===== src/rtl/zsp_pkg.sv =====
// Shared types for the z stream packer.
// Words are stored at the maximum width so the FIFO type stays fixed.
package zsp_pkg;

    function automatic int lw(input int width);
        return $clog2(width + 1);
    endfunction

    localparam int ZSP_MAX_W  = 32;
    localparam int ZSP_MAX_LW = lw(ZSP_MAX_W);

    typedef struct packed {
        logic [ZSP_MAX_W-1:0]  data;
        logic [ZSP_MAX_LW-1:0] len;
        logic [ZSP_MAX_LW-1:0] ones;
    } zsp_word_t;

endpackage


===== src/rtl/zsp_fifo2.sv =====
// Two-entry synchronous FIFO of packed words.
// Head reads as zero while empty.
module zsp_fifo2
    import zsp_pkg::*;
(
    input  logic      clk,
    input  logic      resetn,
    input  logic      push,
    input  zsp_word_t din,
    input  logic      pop,
    output zsp_word_t dout,
    output logic      full,
    output logic      empty
);

    zsp_word_t  mem_q [2];
    zsp_word_t  mem_d [2];
    logic       wr_ptr_q, wr_ptr_d;
    logic       rd_ptr_q, rd_ptr_d;
    logic [1:0] cnt_q, cnt_d;
    logic       do_push, do_pop;

    assign full    = (cnt_q == 2'd2);
    assign empty   = (cnt_q == 2'd0);
    assign do_push = push && !full;
    assign do_pop  = pop && !empty;
    assign dout    = empty ? '0 : mem_q[rd_ptr_q];

    always_comb begin
        mem_d    = mem_q;
        wr_ptr_d = wr_ptr_q;
        rd_ptr_d = rd_ptr_q;
        cnt_d    = cnt_q;
        if (do_push) begin
            mem_d[wr_ptr_q] = din;
            wr_ptr_d        = !wr_ptr_q;
        end
        if (do_pop) begin
            rd_ptr_d = !rd_ptr_q;
        end
        unique case ({do_push, do_pop})
            2'b10:   cnt_d = cnt_q + 2'd1;
            2'b01:   cnt_d = cnt_q - 2'd1;
            default: cnt_d = cnt_q;
        endcase
    end

    always_ff @(posedge clk or negedge resetn) begin
        if (!resetn) begin
            mem_q[0] <= '0;
            mem_q[1] <= '0;
            wr_ptr_q <= 1'b0;
            rd_ptr_q <= 1'b0;
            cnt_q    <= 2'd0;
        end else begin
            mem_q    <= mem_d;
            wr_ptr_q <= wr_ptr_d;
            rd_ptr_q <= rd_ptr_d;
            cnt_q    <= cnt_d;
        end
    end

endmodule


===== src/rtl/z_stream_packer.sv =====
// Packs the single-bit z stream LSB-first into words with
// popcount and length, queued through a 2-entry output FIFO.
module z_stream_packer
    import zsp_pkg::*;
#(
    parameter  int WIDTH = 8,
    localparam int LW    = lw(WIDTH)
) (
    input  logic             clk,
    input  logic             resetn,
    input  logic             in_valid,
    input  logic             in_bit,
    output logic             in_ready,
    input  logic             flush,
    output logic             out_valid,
    input  logic             out_ready,
    output logic [WIDTH-1:0] out_data,
    output logic [LW-1:0]    out_len,
    output logic [LW-1:0]    out_ones,
    output logic             drop_err
);

    logic [WIDTH-1:0] data_q, data_d, nxt_data;
    logic [LW-1:0]    bit_cnt_q, bit_cnt_d, nxt_cnt;
    logic [LW-1:0]    ones_cnt_q, ones_cnt_d, nxt_ones;
    logic             flush_pend_q, flush_pend_d;
    logic             drop_err_q, drop_err_d;
    logic             accept, push, pop, full, empty;
    zsp_word_t        push_word, head;

    // Only registered state feeds in_ready; a same-cycle pop cannot raise it.
    assign in_ready = !flush_pend_q
                   && !(bit_cnt_q == LW'(WIDTH - 1) && full);
    assign accept   = in_valid && in_ready;
    assign out_valid = !empty;
    assign pop       = out_valid && out_ready;
    assign out_data  = head.data[WIDTH-1:0];
    assign out_len   = head.len[LW-1:0];
    assign out_ones  = head.ones[LW-1:0];
    assign drop_err  = drop_err_q;

    always_comb begin
        nxt_data = data_q;
        nxt_cnt  = bit_cnt_q;
        nxt_ones = ones_cnt_q;
        if (accept) begin
            nxt_data = data_q | (WIDTH'(in_bit) << bit_cnt_q);
            nxt_cnt  = bit_cnt_q + LW'(1);
            nxt_ones = ones_cnt_q + LW'(in_bit);
        end
        data_d       = nxt_data;
        bit_cnt_d    = nxt_cnt;
        ones_cnt_d   = nxt_ones;
        flush_pend_d = flush_pend_q || flush;
        drop_err_d   = drop_err_q || (in_valid && !in_ready);
        push         = 1'b0;
        push_word    = '0;
        push_word.data[WIDTH-1:0] = nxt_data;
        push_word.len[LW-1:0]     = nxt_cnt;
        push_word.ones[LW-1:0]    = nxt_ones;
        if (accept && nxt_cnt == LW'(WIDTH)) begin
            push       = 1'b1;
            data_d     = '0;
            bit_cnt_d  = '0;
            ones_cnt_d = '0;
        end else if (flush_pend_q && !full) begin
            // An empty partial word just retires the flush.
            push         = (bit_cnt_q != '0);
            data_d       = '0;
            bit_cnt_d    = '0;
            ones_cnt_d   = '0;
            flush_pend_d = 1'b0;
        end
    end

    always_ff @(posedge clk or negedge resetn) begin
        if (!resetn) begin
            data_q       <= '0;
            bit_cnt_q    <= '0;
            ones_cnt_q   <= '0;
            flush_pend_q <= 1'b0;
            drop_err_q   <= 1'b0;
        end else begin
            data_q       <= data_d;
            bit_cnt_q    <= bit_cnt_d;
            ones_cnt_q   <= ones_cnt_d;
            flush_pend_q <= flush_pend_d;
            drop_err_q   <= drop_err_d;
        end
    end

    zsp_fifo2 u_fifo (
        .clk    (clk),
        .resetn (resetn),
        .push   (push),
        .din    (push_word),
        .pop    (pop),
        .dout   (head),
        .full   (full),
        .empty  (empty)
    );

    logic unused_head;
    assign unused_head = ^head;

endmodule

===== config.mk =====
export PLATFORM = sky130hd
export DESIGN_NAME = z_stream_packer
export DESIGN_NICKNAME = d
export VERILOG_FILES = /design/src/rtl/zsp_pkg.sv /design/src/rtl/zsp_fifo2.sv /design/src/rtl/z_stream_packer.sv
export SDC_FILE = /design/constraint.sdc
export NUM_CORES = 1
export LEC_CHECK = 0
export CORE_ASPECT_RATIO = 0.5
export CORE_UTILIZATION = 40
export DETAILED_ROUTE_END_ITERATION = 8
export GPL_TIMING_DRIVEN = 0
export PLACE_DENSITY = 0.68
export SLEW_MARGIN = 20
export SYNTH_ARGS = -nofsm -noshare
export SYNTH_HDL_FRONTEND = slang
export SYNTH_SLANG_ARGS = --single-unit

===== constraint.sdc =====
create_clock -name clk -period 5.1 [get_ports clk]
set_input_delay 0.765 -clock clk [delete_from_list [all_inputs] [get_ports clk]]
set_output_delay 0.765 -clock clk [all_outputs]
set_load 0.01 [all_outputs]

Yosys cells after proc, flatten, opt, wreduce, memory -nomap -nowiden
Cells that the tools add are included.

storage, ports and cells
  register bits = 110
  output and inout port bits = 19
  word-level logic and storage cells = 73

operators by class
  add/sub/neg operators = 4
  $lt $le $gt $ge = 3
  equality and inequality tests = 5
  shifts and indexed selects = 1
  muxes and demuxes = 21
  bitwise logic cells = 3
  reduce and logical (&&, ||, !) cells = 22

operators by type and width
  operator                                                   count
  bitwise mux 88 bit                                         1
  two-way mux 20 bit                                         4
  demux 44 bit (select 1 bit)                                1
  two-way mux 44 bit                                         1
  two-way mux 4 bit                                          6
  two-way mux 8 bit                                          3
  logical AND 1 bit                                          10
  OR 8 bit                                                   1
  << shifter 1 x 4 -> 8 bit                                  1
  zero test 1 bit                                            7
  adder 4 x 1 -> 4 bit                                       1
  adder 4 x 1 -> 4 bit (second input constant)               1
  equality test 2 bit (second input constant)                2
  equality test 4 x 3 -> 1 bit (second input constant)       1
  equality test 4 bit (second input constant)                1
  greater-or-equal comparator 2 bit (second input constant)  2
  two-way mux 1 bit                                          4
  inverter 1 -> 2 bit                                        2
  one-hot mux 2 bit (2 select lines)                         1
  nonzero test 4 bit                                         1
  adder 2 x 1 -> 2 bit (second input constant)               1
  equality test 2 x 1 -> 1 bit (second input constant)       1
  zero test 2 bit                                            1
  logical OR 1 bit                                           2
  other kinds (3)                                            3

Longest topological paths before layout
Gate-level depths: netlist of the first run.

  word-level depth = 12
  mapped depth = 10
  gate-level depth less buffers = 9

Modules after synthesis
A second synthesis of the first run with hierarchy kept.

unflattened totals
  cell total of the unflattened synthesis = 396
  area, all modules = 5156.2 um^2

by module, submodules not included
  module           times used  cells each  area an instance (um^2)  seq. area each (um^2)
  zsp_fifo2        1           300         4116.4                   2302.2
  z_stream_packer  1           96          1039.7                   450.4

Least setup slack after synthesis of the first run
Ideal clock, no wire load.

  kind = register -> register
  start point = register bit_cnt_q[1]
  end point = register u_fifo.mem_q[57] in the netlist's numbering
  setup time = 0.125 ns
  data arrival time = 2.224 ns
  required time = 4.975 ns
  path slack = 2.752 ns
  cell stages (with the launch flop) = 8
  clock period less this slack = 2.348 ns
  cell sequence = dfrtp_1 > buf_2 > inv_1 > ha_1 > a2111o_1 > a211oi_4 > buf_6 > mux2_2

on the way
  longest elaborated chain between the ends = 10

RTL lines
  item                          RTL line               text
  from (decl)                   z_stream_packer.sv:24  logic [LW-1:0] bit_cnt_q, bit_cnt_d, nxt_cnt;
  from (signal assigned)        z_stream_packer.sv:85  bit_cnt_q <= bit_cnt_d;
  equality test 4 x 3 -> 1 bit  z_stream_packer.sv:33  && !(bit_cnt_q == LW'(WIDTH - 1) && full);
  logical AND 1 bit             z_stream_packer.sv:33
  zero test 1 bit               z_stream_packer.sv:33
  logical AND 1 bit             z_stream_packer.sv:33
  logical AND 1 bit             z_stream_packer.sv:34  assign accept = in_valid && in_ready;
  two-way mux 4 bit             z_stream_packer.sv:46  if (accept) begin
  equality test 4 bit           z_stream_packer.sv:61  if (accept && nxt_cnt == LW'(WIDTH)) begin
  logical AND 1 bit             z_stream_packer.sv:61
  two-way mux 1 bit             z_stream_packer.sv:61
  logical AND 1 bit             zsp_fifo2.sv:25        assign do_push = push && !full;
  to (signal assigned)          zsp_fifo2.sv:56        mem_q <= mem_d;
  to (decl)                     zsp_fifo2.sv:16        zsp_word_t mem_q [2];

Parallel ways exist; a longest one is shown, timed or not.
A chain may end at the register's enable or synchronous reset.

Worst setup path in the final report of the first run
  start point = register u_fifo.rd_ptr_q
  end point = output port out_data[0]

on the way
  longest elaborated chain between the ends = 5

RTL lines
  item                                                   RTL line               text
  from (decl)                                            zsp_fifo2.sv:19        logic rd_ptr_q, rd_ptr_d;
  from (signal assigned)                                 zsp_fifo2.sv:58        rd_ptr_q <= rd_ptr_d;
  inverter 1 -> 2 bit (not written as such)              zsp_fifo2.sv:27        assign dout = empty ? '0 : mem_q[rd_ptr_q];
  two-way mux 20 bit (not written as such) (3 in a row)  zsp_fifo2.sv:27
  two-way mux 20 bit                                     zsp_fifo2.sv:27
  to (decl)                                              z_stream_packer.sv:17  output logic [WIDTH-1:0] out_data,

Every way passes these cells. The select of a mux whose other input is x is not followed.

==> metrics, run 1 <==
Max transition margin 39.9%; vias in the first global route 1789; sequential area share after synthesis 50.8%; Worst Clk Skew roughly 0.0042 ns; Clk network pwr share 20.3%; Post-Syn Area 2660 µm²; Die Wd 117 µm; Slew Limit Fails 0; largest family of logic cells by synthesized area multiplexers; compound-gate portion of the synthesized area 7.77%; post-CTS setup buffers 0; CTS max path bufs 2; Skew-Pair Late Insertion Delay 0.29 ns; initial DRC count 74; Comb power frac approximately 43%; H-tree levels 2; hold path cells 1; status finished, final reports clean; CTS root buffer clkbuf_16; die area 6990 µm²; nets 264; peak supply drop 0.183 mV; met1 GRT Util 25.1%; Synth warnings 0; Synth Register Bits 54; first drt pass iteration count 4; Simple-Gate Fraction of Synth Area 11.4%; final hold violations 0; share of layout cells above drive strength 1 20.1%; multiplexer area fraction after synthesis 21.0%; critical path type reg2out; Hold Buf Count CTS 0; storage element area 1350 µm²; Max Clock Freq 286 MHz; final core utilization 50.5%; largest net degree at the start of global routing 55; row count 20; final routed DRC violation total 0; Final Hold Slack slightly below 0.5 ns; via count 1737; Synthesized Nets 233; CTS tree built; routed vias/inst slightly above 5; Pleak 1.54 nW; HP Start drop_err; multi-input logic area between 1000 and 1500 µm²; # IOs 25; count of cell types in the netlist 36; Global Route met3 Usage 3.48%; Final period util about 69%; worst-path maximum fanout 10; global-route wire length before repair 8980 µm; # setup viols final 0; global routing met2 resource utilization a little over a quarter; Initial Util 42.7%; crit path time final 3.49 ns; GR peak layer met2; WP data required 4.34 ns; worst r2r src bit_cnt_q[0]; worst r2r path cells 6; Yosys top cell area share 50.8%; area grow syn2layout 18.5%; Flop pwr share 36.6%; average size of a mapped cell around 12 µm²; Mapped Cells 222; Int Pwr 0.00105 W; cts repair resizes 0; R2R Setup Slk 2.35 ns; core region area 6230 µm²; switching share of total power 35.3%; worst-margin pin slew 0.902 ns; clock sink count 54; GPL Wtd Cong about 0.84; GRT Resource Usage Total roughly 17%; # port buffers 24; adder-cell share of the synthesized area 2.35%; PD cells 517 nW/µm²; RSZ-0062 raised after global routing false; initial antenna violation count 0; CP Capture Type output pin; top cells by area, synth dfrtp_1, mux2_2, mux2i_1, nor2_1, ha_1; worst r2r dst data_q[2]; setup TNS 0 ns; worst min path class reg2reg; hpwl dp 3650 µm; CP arrival roughly 2.7 ns; Die Y approximately 60 µm; # Max-Cap Violations 0; antenna-violating nets left 0; grt total ovfl 0; area leader, netlist dfrtp_1; crit path launch u_fifo.rd_ptr_q; drt total wl 5180 µm; Inserted Clock Buffers 5; Net Sw Power 0.000575 W; Synth Area in XOR/XNOR 2.97%; clk slew on worst S/H paths 0.07 ns; Hold Path End drop_err; Avg WL per Cell 15.1 µm; FILL cells 547; CP startpoint kind register; n_diodes 0
==> synthesized netlist by cell type, drive strengths merged <==
cell type / instances
a2111o: 1
a2111oi: 1
a211oi: 1
a21bo: 2
a21o: 6
a21oi: 4
a31o: 2
and2: 1
and2b: 6
and3: 2
and3b: 1
and4b: 1
buf: 5
clkbuf: 5
dfrtp: 54
ha: 5
inv: 10
mux2: 30
mux2i: 22
nand2: 3
nand2b: 3
nand3b: 3
nor2: 24
nor2b: 10
nor3: 3
o2111a: 1
o211ai: 2
o21ai: 3
o31a: 1
o41ai: 1
xnor2: 4
xor2: 5
==> logic make-up (layout without fill, tap and decap cells) <==
| group | count (synthesis) | after routing |
|---|---|---|
| simple gates | 57 | 57 |
| fa+ha+maj | 5 | 5 |
| compound gates | 25 | 25 |
| xor+xnor | 9 | 9 |
| mux | 52 | 52 |
| buf+inv | 20 | 52 |
| flops | 54 | 54 |
==> flip-flops by register name (all words and copies together) (netlist names) <==
register,count
u_fifo.wr_ptr_q,1
u_fifo.rd_ptr_q,1
drop_err,1
ones_cnt_q,4
data_q,8
flush_pend_q,1
u_fifo.cnt_q,2
u_fifo.mem_q,32
bit_cnt_q,4
==> cells in the final DEF (no fill, tap or decap), types with 3 or more instances in the layout <==
cell / n
a21o_1: 6
a21oi_1: 3
and2b_1: 6
clkbuf_1: 5
clkbuf_16: 5
clkdlybuf4s50_1: 23
dfrtp_1: 54
ha_1: 5
inv_1: 10
mux2_2: 30
mux2i_1: 22
nand2_1: 3
nand2b_1: 3
nand3b_1: 3
nor2_1: 24
nor2b_1: 10
nor3_1: 3
o21ai_0: 3
xnor2_1: 4
xor2_1: 5
==> power groups by stage <==
stage | combinational (W) | sequential [W] | clock (W)
2_1_floorplan | 0.000488 | 0.000588 | 0
3_3_place_gp | 0.000690 | 0.000597 | 0
3_5_place_dp | 0.000708 | 0.000603 | 0
4_1_cts | 0.000712 | 0.000595 | 0.000338
5_1_grt | 0.000774 | 0.000612 | 0.000359
6_report | 0.000703 | 0.000596 | 0.000330
==> per-layer routing <==
layer / up-vias / routed length (µm) / share of wire (%)
met5: - / 0 / 0
met3: 5 / 243 / 4.7
met4: 0 / 43 / 0.83
li1: 824 / - / -
met1: 876 / 2620 / 51
met2: 32 / 2270 / 44
==> per-stage QoR <==
| step | power [W] | setup slack [ns] | instance area [µm²] | instances |
|---|---|---|---|---|
| 6_report | 0.00163 | 1.61 | 3150 | 342 |
| 5_1_grt | 0.00174 | 1.47 | 3150 | 342 |
| 4_1_cts | 0.00165 | 1.56 | 3150 | 342 |
| 3_5_place_dp | 0.00131 | 1.89 | 3010 | 334 |
| 3_3_place_gp | 0.00129 | 1.74 | 3010 | 334 |
| 2_1_floorplan | 0.00108 | 2.75 | 2660 | 222 |
==> final cells by class <==
class,instances,area share (%)
Buffer,10,1.91
Clock buffer,6,4.09
Clock inverter,2,0.437
Inverter,10,1.19
Multi-Input combinational cell,148,38.4
Sequential cell,54,42.9
Tap cell,88,3.50
Timing Repair Buffer,24,7.55
==> critical path, stage by stage (launching register included) <==
cell and delay, ns:
dfrtp_1 0.32, clkbuf_1 0.52, clkbuf_1 0.74, mux2i_1 0.17, nor2_1 0.13, clkdlybuf4s50_1 0.55
==> worst max path at each step <==
stage	slack (ns)	to	cells past startpoint
3_5_place_dp	1.89	out_ones[3]	5
6_report	1.61	out_data[0]	5
2_1_floorplan	2.75	u_fifo.mem_q[57]	7
3_3_place_gp	1.74	u_fifo.mem_q[15]	1
4_1_cts	1.56	out_data[0]	5
5_1_grt	1.47	out_data[0]	5
Power figures use the tool's default switching activity.
==> run 2: changes to the inputs <==
clock period = 3.3 ns   (was 5.1 ns; I/O delays follow)
==> metrics, run 2 (synthesized netlist as in run 1, its figures left out) <==
worst-path maximum fanout 10 (unchanged); nets 264 (unchanged); hpwl dp 3650 µm (unchanged); CTS max path bufs 2 (unchanged); worst r2r path cells 6 (unchanged); RSZ-0062 raised after global routing false; CP arrival 2.46 ns (-0.27 ns); GRT Resource Usage Total 17.2% (unchanged); Max Clock Freq around 340 MHz; PD cells 801 nW/µm² (+55%); dpl ws 0.358 ns (-1.53 ns); number of flip-flops in the largest register 32 (unchanged); GPL Wtd Cong 0.839 (unchanged); crit-path cells buf_4 -> nor2_1 -> clkbuf_1 -> nor2_1 -> clkdlybuf4s50_1; worst r2r dst data_q[2]; CTS tree built; worst r2r src bit_cnt_q[0]; clock sink count 54 (unchanged); global-route wire length before repair 8980 µm (unchanged); Max transition margin 40.9% (+1.0 points); slowest stage delay, CP 0.58 ns (-0.16 ns); drt total wl 5200 µm (+0.39%); final hold violations 0 (unchanged); Avg WL per Cell 15.2 µm (+0.39%); CP Buf/Inv Count 3 (unchanged); largest net degree at the start of global routing 55 (unchanged); Die Y 59.6 µm (unchanged); Worst Clk Skew 0.00432 ns (+0.0000868 ns); most common cell after layout, fill and taps aside dfrtp_1; initial DRC count 77 (+4.1%); n_diodes 0 (unchanged); via count 1743 (+0.35%); status finished, final reports clean; Worst path top cell family by delay buffers and inverters; # Max-Cap Violations 0 (unchanged); routed vias/inst 5.10 (+0.35%); antenna-violating nets left 0 (unchanged); setup TNS 0 ns (unchanged); biggest regs u_fifo.mem_q x32, data_q x8; # port buffers 24 (unchanged); # setup viols final 0 (unchanged); critical path's slowest cell nor2_1; critical path type reg2out; CTS root buffer clkbuf_16; H-tree levels 2 (unchanged); die area 6990 µm² (unchanged); share of layout cells above drive strength 1 20.5% (+0.39 points); grt total ovfl 0 (unchanged); Largest Register u_fifo.mem_q; # IOs 25 (unchanged); Slew Limit Fails 0 (unchanged); Inserted Clock Buffers 5 (unchanged); final routed DRC violation total 0 (unchanged); Pleak 1.54 nW (+0.19%); clk slew on worst S/H paths 0.07 ns (about the same); Final period util 89.6%; core region area 6230 µm² (unchanged); Die Wd 117 µm (unchanged); peak supply drop 0.283 mV (+55%); initial antenna violation count 0 (unchanged); R2R Setup Slk 0.55 ns (-1.80 ns); Skew-Pair Late Insertion Delay 0.29 ns (about the same); Initial Util 42.7% (unchanged); crit path time final 2.96 ns; most frequent cells in the layout dfrtp_1, mux2_2, nor2_1, clkdlybuf4s50_1, mux2i_1; worst min path class in2async; most used cell, CP nor2_1; worst-margin pin slew 0.875 ns (-0.0264 ns); post-CTS setup buffers 0 (unchanged); total stage count of the critical path 5 (unchanged); first drt pass iteration count 4 (unchanged); WP data required 2.80 ns (-1.54 ns); area grow syn2layout 18.5% (about the same); CP Capture Type output pin; vias in the first global route 1789 (unchanged); row count 20 (unchanged); Setup WS post-layout 0.345 ns (-1.26 ns); CP startpoint kind register
-- run 2: cell counts in the layout (fill, tap and decap cells not counted) --
Identical to the previous run, type by type.
-- run 2: power breakdown --
group	switching (W)	leakage (nW)	total, W	internal [W]
clock network	0.000231	0.0708	0.000513	0.000282
registers	0.0000900	0.721	0.000921	0.000831
logic	0.000573	0.747	0.00109	0.000516
total	0.000894	1.54	0.00252	0.00163
-- run 2: timing repair --
action | 4_1_cts | 5_1_grt
gates resized for setup | 0 | 3
endpoints found under the setup margin | 0 | 9
hold buffers | 0 | 0
-- run 2: routing by layer --
layer,up-vias,GRT usage [%],share of wire (%)
met1,878,25.1,51
met2,38,26.1,44
met4,0,4.34,0.37
met5,-,0,0
li1,824,-,-
met3,3,3.48,3.9
-- run 2: final cells by class --
cell class / instances / area [µm²]
Clock buffer: 6 / 129
Tap cell: 88 / 110
Multi-Input combinational cell: 148 / 1210
Inverter: 10 / 37.5
Fill cell: 549 / 3080
Clock inverter: 2 / 13.8
Buffer: 10 / 61.3
Sequential cell: 54 / 1350
Timing Repair Buffer: 24 / 238
-- run 2: per-stage QoR --
step | power (W) | cells | util (%) | hold slack, ns | instance area [µm²]
after floorplan | 0.00166 | 222 | - | 0.199 | 2660
after global placement | 0.00199 | 334 | 48.3 | 0.447 | 3010
after detailed placement | 0.00203 | 334 | 48.2 | 0.475 | 3010
after CTS | 0.00254 | 342 | 50.5 | 0.269 | 3150
after global routing | 0.00270 | 342 | 50.5 | 0.295 | 3150
final | 0.00252 | 342 | 50.5 | 0.236 | 3150
-- run 2: worst max path at each step --
| stage | from | endpoint | slack [ns] |
|---|---|---|---|
| after global routing | u_fifo.cnt_q[0] | out_ones[0] | 0.15 |
| final | u_fifo.cnt_q[0] | out_ones[1] | 0.34 |
| after floorplan | bit_cnt_q[1] | u_fifo.mem_q[57] | 0.95 |
| after global placement | resetn | u_fifo.mem_q[15] | 0.21 |
| after detailed placement | u_fifo.rd_ptr_q | out_ones[3] | 0.36 |
| after CTS | u_fifo.rd_ptr_q | out_data[0] | 0.03 |
==> run 3: changes to the inputs <==
CORE_MARGIN = 4   (was default)
==> metrics, run 3 (synthesized netlist as in run 1, its figures left out) <==
core region area 6260 µm² (+0.40%); Die Wd 123 µm (+5.1%); n_diodes 0 (unchanged); Max transition margin 37.9% (-3.0 points); Max Clock Freq 344 MHz (+1.7%); die area 8090 µm² (+16%); GRT Resource Usage Total 14.0% (-3.1 points); Largest Register u_fifo.mem_q; routed vias/inst 4.95 (-2.9%); worst-path maximum fanout 10 (unchanged); H-tree levels 2 (unchanged); antenna-violating nets left 0 (unchanged); Worst Clk Skew 0.00511 ns (+0.000788 ns); Net Sw Power 0.000882 W (-1.4%); Final period util 88.0% (-1.5 points); dpl ws 0.398 ns (+0.0394 ns); largest net degree at the start of global routing 55 (unchanged); first drt pass iteration count 4 (unchanged); # IOs 25 (unchanged); share of layout cells above drive strength 1 20.9% (+0.39 points); switching share of total power 34.8% (-0.62 points); RSZ-0062 raised after global routing false; CTS root buffer clkbuf_16; area grow syn2layout 19.0%; critical path type reg2out; Die Y 65.6 µm (+10%); grt total ovfl 0 (unchanged); biggest regs u_fifo.mem_q x32, data_q x8; Inserted Clock Buffers 5 (unchanged); number of flip-flops in the largest register 32 (unchanged); final routed DRC violation total 0 (unchanged); Comb power frac 42.5% (-0.7 points); drt total wl 5150 µm (-1.0%); PD cells 801 nW/µm² (about the same); CP Capture Type output pin; peak supply drop 0.280 mV (-1.1%); via count 1692 (-2.9%); clock sink count 54 (unchanged); vias in the first global route 1776 (-0.73%); nets 264 (unchanged); most common cell after layout, fill and taps aside dfrtp_1; # Max-Cap Violations 0 (unchanged); CTS max path bufs 2 (unchanged); clk slew on worst S/H paths 0.07 ns (about the same); CP startpoint kind register; CP arrival 2.41 ns (-0.05 ns); Clk network pwr share 21.1% (+0.8 points); crit path time final 2.90 ns (-0.0505 ns); hpwl dp 3720 µm (+2.0%); Avg WL per Cell 15.0 µm (-1.0%); setup TNS 0 ns (unchanged); status finished, final reports clean; # setup viols final 0 (unchanged); Slew Limit Fails 0 (unchanged); Initial Util 42.5% (-0.17 points); FILL cells 569 (+3.6%); worst min path class in2async; WP data required 2.80 ns (about the same); most frequent cells in the layout dfrtp_1, mux2_2, nor2_1, clkdlybuf4s50_1, mux2i_1; Flop pwr share 36.4% (about the same); # port buffers 24 (unchanged); CTS tree built; final hold violations 0 (unchanged); GPL Wtd Cong 0.854 (+1.8%); worst-margin pin slew 0.920 ns (+0.0444 ns); Int Pwr 0.00165 W (+1.3%); initial DRC count 75 (-2.6%); global-route wire length before repair 8930 µm (-0.53%); Skew-Pair Late Insertion Delay 0.29 ns (about the same); initial antenna violation count 0 (unchanged); storage element area 1350 µm² (unchanged); multi-input logic area 1210 µm² (unchanged); row count 20 (unchanged); Pleak 1.54 nW (+0.17%); Setup WS post-layout 0.395 ns (+0.0505 ns)
run 3: cell count changes in the layout (fill, tap and decap cells not counted):
cell and delta:
clkinv_4 -1, inv_6 +1, clkbuf_8 +1, clkinvlp_4 +1, clkbuf_1 -1, clkinv_2 -1
run 3: area by class of cell:
class / instances / share of cell area, %
plain buffers: 10 / 1.94
clock buffers: 6 / 4.39
clock inverters: 2 / 0.514
inverters: 10 / 1.19
multi-input cells: 148 / 38.2
flip-flops and latches: 54 / 42.7
well taps: 88 / 3.48
repair buffers: 24 / 7.52
run 3: per-stage QoR:
stage,utilization [%],cells,hold slack (ns),instance area (µm²),power (W)
2_1_floorplan,-,222,0.199,2660,0.00166
3_3_place_gp,48.1,334,0.447,3010,0.00198
3_5_place_dp,48.0,334,0.476,3010,0.00202
4_1_cts,50.5,342,0.272,3160,0.00256
5_1_grt,50.5,342,0.303,3160,0.00271
6_report,50.5,342,0.235,3160,0.00253
run 3: path summary, 6_finish.rpt:
check                           startpoint               to  slack (ns)  depth (start not counted)
max                        u_fifo.cnt_q[0]      out_ones[3]        0.40                          5
min                                 resetn  u_fifo.mem_q[1]        0.23                          1
max reg2reg                   bit_cnt_q[0]        data_q[2]        0.55                          6
min reg2reg                       drop_err         drop_err        0.48                          1
max in group asynchronous           resetn  u_fifo.mem_q[8]        2.61                          1
min in group clk                  drop_err         drop_err        0.48                          1
run 3: power groups by stage:
stage / logic (W) / clock network [W] / registers [W]
5_1_grt: 0.00118 / 0.000587 / 0.000943
6_report: 0.00108 / 0.000534 / 0.000921
2_1_floorplan: 0.000754 / 0 / 0.000909
4_1_cts: 0.00109 / 0.000546 / 0.000922
3_3_place_gp: 0.00106 / 0 / 0.000923
3_5_place_dp: 0.00108 / 0 / 0.000935
run 3: critical path, stage by stage (launching register included):
cell	delay, ns
dfrtp_1	0.37
buf_4	0.16
nor2_1	0.51
clkbuf_1	0.46
nor2_1	0.12
clkdlybuf4s50_1	0.50
run 3: layer usage:
metal | wire length [µm] | track usage [%]
met2 | 2360 | 22.2
met5 | 0 | 0
met1 | 2560 | 19.8
met3 | 199 | 2.84
met4 | 26 | 3.31
run 3: repair_timing:
action                                 4_1_cts  5_1_grt
setup endpoints to repair                    0        2
endpoints found under the hold margin        0        0
resized for setup                            0        3
hold buffers                                 0        0
setup buffers                                0        0
